### src/rtl/fetch_queue.sv
// Instruction fetch FIFO between the PC/instruction-memory stage and decode.
// Optional zero-latency bypass when empty: define FETCH_QUEUE_BYPASS_EN.
`ifndef IM_ADDR_BIT
`define IM_ADDR_BIT 16
`endif

module fetch_queue #(
  parameter int ADDR_W = `IM_ADDR_BIT,
  parameter int DATA_W = 32,
  parameter int DEPTH  = 4
) (
  input  logic                     clk,
  input  logic                     rst_n,
  input  logic                     in_valid,
  input  logic [ADDR_W-1:0]        in_pc,
  input  logic [DATA_W-1:0]        in_instr,
  output logic                     fetch_en,
  input  logic                     flush,
  output logic                     out_valid,
  output logic [ADDR_W-1:0]        out_pc,
  output logic [ADDR_W-1:0]        out_pc_4,
  output logic [DATA_W-1:0]        out_instr,
  input  logic                     out_pop,
  output logic [$clog2(DEPTH):0]   count,
  output logic                     err_underflow
);

  localparam int PTR_W = $clog2(DEPTH);
  localparam int CNT_W = PTR_W + 1;

  logic [PTR_W-1:0]  rd_ptr_q, rd_ptr_d;
  logic [PTR_W-1:0]  wr_ptr_q, wr_ptr_d;
  logic [CNT_W-1:0]  count_q, count_d;
  logic              err_underflow_q, err_underflow_d;

  logic [ADDR_W-1:0] pc_mem    [DEPTH];
  logic [DATA_W-1:0] instr_mem [DEPTH];

  logic full, empty;
  logic push_ok, pop_ok, bypass_take;

  always_comb begin
    full        = (count_q == CNT_W'(DEPTH));
    empty       = (count_q == '0);
    fetch_en    = !full;
    out_valid   = !empty;
    out_pc      = pc_mem[rd_ptr_q];
    out_instr   = instr_mem[rd_ptr_q];
    bypass_take = 1'b0;
`ifdef FETCH_QUEUE_BYPASS_EN
    // An entry arriving into an empty queue is visible at once; if decode
    // takes it in the same cycle it never needs to be stored.
    if (empty && in_valid && !flush) begin
      out_valid   = 1'b1;
      out_pc      = in_pc;
      out_instr   = in_instr;
      bypass_take = out_pop;
    end
`endif
    out_pc_4 = out_pc + ADDR_W'(1);
  end

  always_comb begin
    push_ok         = in_valid && !full && !flush && !bypass_take;
    pop_ok          = out_pop && out_valid && !flush && !bypass_take;
    rd_ptr_d        = rd_ptr_q;
    wr_ptr_d        = wr_ptr_q;
    count_d         = count_q;
    err_underflow_d = err_underflow_q || (out_pop && !out_valid);

    if (push_ok) begin
      wr_ptr_d = wr_ptr_q + PTR_W'(1);
    end
    if (pop_ok) begin
      rd_ptr_d = rd_ptr_q + PTR_W'(1);
    end
    case ({push_ok, pop_ok})
      2'b10:   count_d = count_q + CNT_W'(1);
      2'b01:   count_d = count_q - CNT_W'(1);
      default: count_d = count_q;
    endcase

    // A redirect outranks everything except the sticky error flag.
    if (flush) begin
      rd_ptr_d = '0;
      wr_ptr_d = '0;
      count_d  = '0;
    end
  end

  always_ff @(posedge clk or negedge rst_n) begin
    if (!rst_n) begin
      rd_ptr_q        <= '0;
      wr_ptr_q        <= '0;
      count_q         <= '0;
      err_underflow_q <= 1'b0;
    end else begin
      rd_ptr_q        <= rd_ptr_d;
      wr_ptr_q        <= wr_ptr_d;
      count_q         <= count_d;
      err_underflow_q <= err_underflow_d;
    end
  end

  always_ff @(posedge clk) begin
    if (push_ok) begin
      pc_mem[wr_ptr_q]    <= in_pc;
      instr_mem[wr_ptr_q] <= in_instr;
    end
  end

  assign count         = count_q;
  assign err_underflow = err_underflow_q;

endmodule

### config.mk
export PLATFORM = sky130hd
export DESIGN_NAME = fetch_queue
export DESIGN_NICKNAME = d
export VERILOG_FILES = /design/src/rtl/fetch_queue.sv
export SDC_FILE = /design/constraint.sdc
export NUM_CORES = 1
export LEC_CHECK = 0
export BUFFER_PORTS_ARGS = -buffer_cell sky130_fd_sc_hd__buf_2
export CELL_PAD_IN_SITES_DETAIL_PLACEMENT = 0
export CELL_PAD_IN_SITES_GLOBAL_PLACEMENT = 1
export CORE_ASPECT_RATIO = 0.9
export CORE_MARGIN = 8
export CORE_UTILIZATION = 52
export CTS_BUF_LIST = sky130_fd_sc_hd__clkbuf_16
export DETAILED_ROUTE_END_ITERATION = 12
export GPL_ROUTABILITY_DRIVEN = 1
export PLACE_DENSITY = 0.88
export SKIP_CTS_REPAIR_TIMING = 1
export SYNTH_ARGS = -nofsm -noshare
export SYNTH_HDL_FRONTEND = slang
export SYNTH_SLANG_ARGS = --single-unit
### constraint.sdc
create_clock -name clk -period 4.01 [get_ports clk]
set_input_delay 0 -clock clk [delete_from_list [all_inputs] [get_ports clk]]
set_output_delay 0 -clock clk [all_outputs]
set_load 0.03 [all_outputs]
==> reports/metrics.cfg <==
[timing]
hold_viol = 0
setup_viol = 0
grt_setup_unrepaired = false
fmax_ghz = 0.344
timing.slew.headroom_pct = 43.2
worst_slew_pin_slew_ps = 853
final_max_slew_viol_count = 0
clock_skew_ps = 8.59
period_needed_ps = 2900
finalSetupTns_ps = 0
min_period_over_period_pct = 72.4

[worst_hold_path]
hold_path_end = instr_mem[1][12]
hold_class = in2reg
min_from = in_instr[12]
whs_path_depth = 2

[cts]
cts_max_path_buffers = 2
clk_pin_slew_ps = 70
cts_tree = built
root_buffer = clkbuf_16
numCtsBuffers = 17
cts_sinks = 200
h-tree-depth = 4
insertion_delay_ps = 430

[floorplan]
initial_core_util_pct = 53.1
num_rows = 42
core_mm2 = 0.0147
io_pins = 123
die_h_um = 132
dieArea_mm2 = 0.0192
fp.dieW_um = 145

[drt]
wl_per_cell_um = 20.9
ant_nets = 0
vias = 4014
route.detailed.drc = 0
routed_wl_um = 15600
dr.pass1.iters = 4
drt_iter0_markers = 298
via_per_inst = 5.38

[power]
ir_worst_vdd_mv = 0.389
leakagePower_uw = 0.00341
p_total_uw = 5600
power_density_mw_per_mm2 = 572

[critical_path]
rrSetupSlack_ps = 1420
required_ps = 4010
r2r-end = instr_mem[0][23]
critPathLaunchType = flip-flop
critPathMaxFanout = 31
r2r_cells = 6
cp.arrival_ps = 2900
critical_path_class = reg2out
r2r_start = count[2]
crit_path_end_kind = primary output

[place]
port_buffers = 122
gp_congestion = 0.826
hpwlAfterDp_um = 9900

[grt]
gr-usage-all-layers_pct = 16.0
grt_pass1_wl_um = 23400
grt_overflow = 0
grt_pass1_vias = 4014
grt_max_degree = 35
antenna_found_initial = 0

[job]
max_cap_viol_count = 0

[synth]
yosys_warnings = 0
synth_cells = 347
postSynthNetCount = 406
synth_area_mm2 = 0.00781
synth_seq_cells = 200
netlist-cell-type-count = 37
syn_area_per_cell_um2 = 22.5
ys_seq_area_share_pct = 76.4

[cells_and_area]
diodes = 0
fill_cells = 973
final_common_cell = edfxtp_1
drive_gt1_share_pct = 39.2
final_cell_mix = edfxtp_1 (192), buf_2 (122), dlygate4sd3_1 (53), mux4_2 (39), clkbuf_16 (17)
nets = 594
area_growth_pct = 25.6

[run_status]
outcome = complete, no violations

==> kinds of logic (layout without fill, tap and decap cells) <==
group           Yosys count  count (layout)  share of synthesized area, %
flops                   200             200                          76.4
mux                      48              48                          14.3
simple gates             44              44                          3.96
buf+inv                  21             222                          1.57
xor+xnor                 17              17                          1.91
compound gates           11              11                         0.849
fa+ha+maj                 6               6                          1.06
==> routing by layer <==
metal | GRT usage (%) | share of wire (%) | vias up
li1 | - | - | 1818
met1 | 20.1 | 41 | 2022
met2 | 26.0 | 51 | 155
met3 | 4.80 | 6.4 | 19
met4 | 5.78 | 1.4 | 0
met5 | 0 | 0 | -
==> state kept, by name (all words and copies together) (netlist names) <==
register	flops
count	3
err_underflow	1
instr_mem	128
pc_mem	64
rd_ptr_q	2
wr_ptr_q	2
==> how the worst max path moves through the flow <==
stage / from / cells past startpoint / to / slack (ps)
after floorplan: count[2] / 5 / instr_mem[0][0] / 1090
after global placement: count[2] / 6 / pc_mem[3][1] / 1530
after detailed placement: count[0] / 6 / instr_mem[0][12] / 1440
after CTS: rd_ptr_q[1] / 6 / out_pc_4[15] / 1050
after global routing: rd_ptr_q[1] / 6 / out_pc_4[14] / 860
final: rd_ptr_q[1] / 6 / out_pc_4[15] / 1110
==> worst max-delay path, stage by stage (launching register included) <==
cell,delay (ps)
dfrtp_2,860
buf_4,410
mux4_1,350
nand4_2,190
nor4_2,270
xor2_1,160
buf_2,210
==> power breakdown <==
| part | internal, uW | switching (uW) | total (uW) |
|---|---|---|---|
| Clock | 1060 | 755 | 1820 |
| Combinational | 478 | 809 | 1290 |
| Sequential | 2400 | 105 | 2500 |
==> synthesized netlist by cell type, drive strengths merged <==
cell type	n	area, um^2
dfrtp	8	200
a211oi	1	7.51
fa	1	20.0
xnor2	9	78.8
xor2	8	70.1
nor3	6	30.0
o31a	1	8.76
clkbuf	2	7.51
nor2	7	26.3
buf	10	81.3
ha	5	62.6
a21oi	3	15.0
nand4	5	73.8
mux4	48	1110
and4	2	20.0
o31ai	1	7.51
nand3b	1	7.51
o21ai	4	20.0
nand3	5	25.0
nand2	6	22.5
nor4	4	50.1
o21bai	1	7.51
inv	9	33.8
or3	1	6.26
nor3b	3	22.5
and2	4	25.0
edfxtp	192	5770
==> area by class of cell <==
type | count | area, um^2 | area share, %
Timing Repair Buffer | 181 | 1190 | 12.1
Sequential cell | 200 | 5970 | 60.9
Tap cell | 198 | 248 | 2.53
Clock inverter | 15 | 215 | 2.19
Clock buffer | 17 | 425 | 4.34
Inverter | 9 | 33.8 | 0.345
Multi-Input combinational cell | 126 | 1730 | 17.6
==> metrics by stage <==
step | cells | hold WS (ps) | area [um^2] | setup slack [ps] | utilization [%]
final | 746 | 321 | 9800 | 1110 | 66.6
after detailed placement | 661 | -141 | 8630 | 1440 | 58.7
after floorplan | 347 | -296 | 7810 | 1090 | -
after CTS | 693 | -606 | 9270 | 1050 | 63.0
after global placement | 661 | -144 | 8630 | 1530 | 58.7
after global routing | 746 | 318 | 9800 | 864 | 66.6
(Power assumes the default switching activity.)
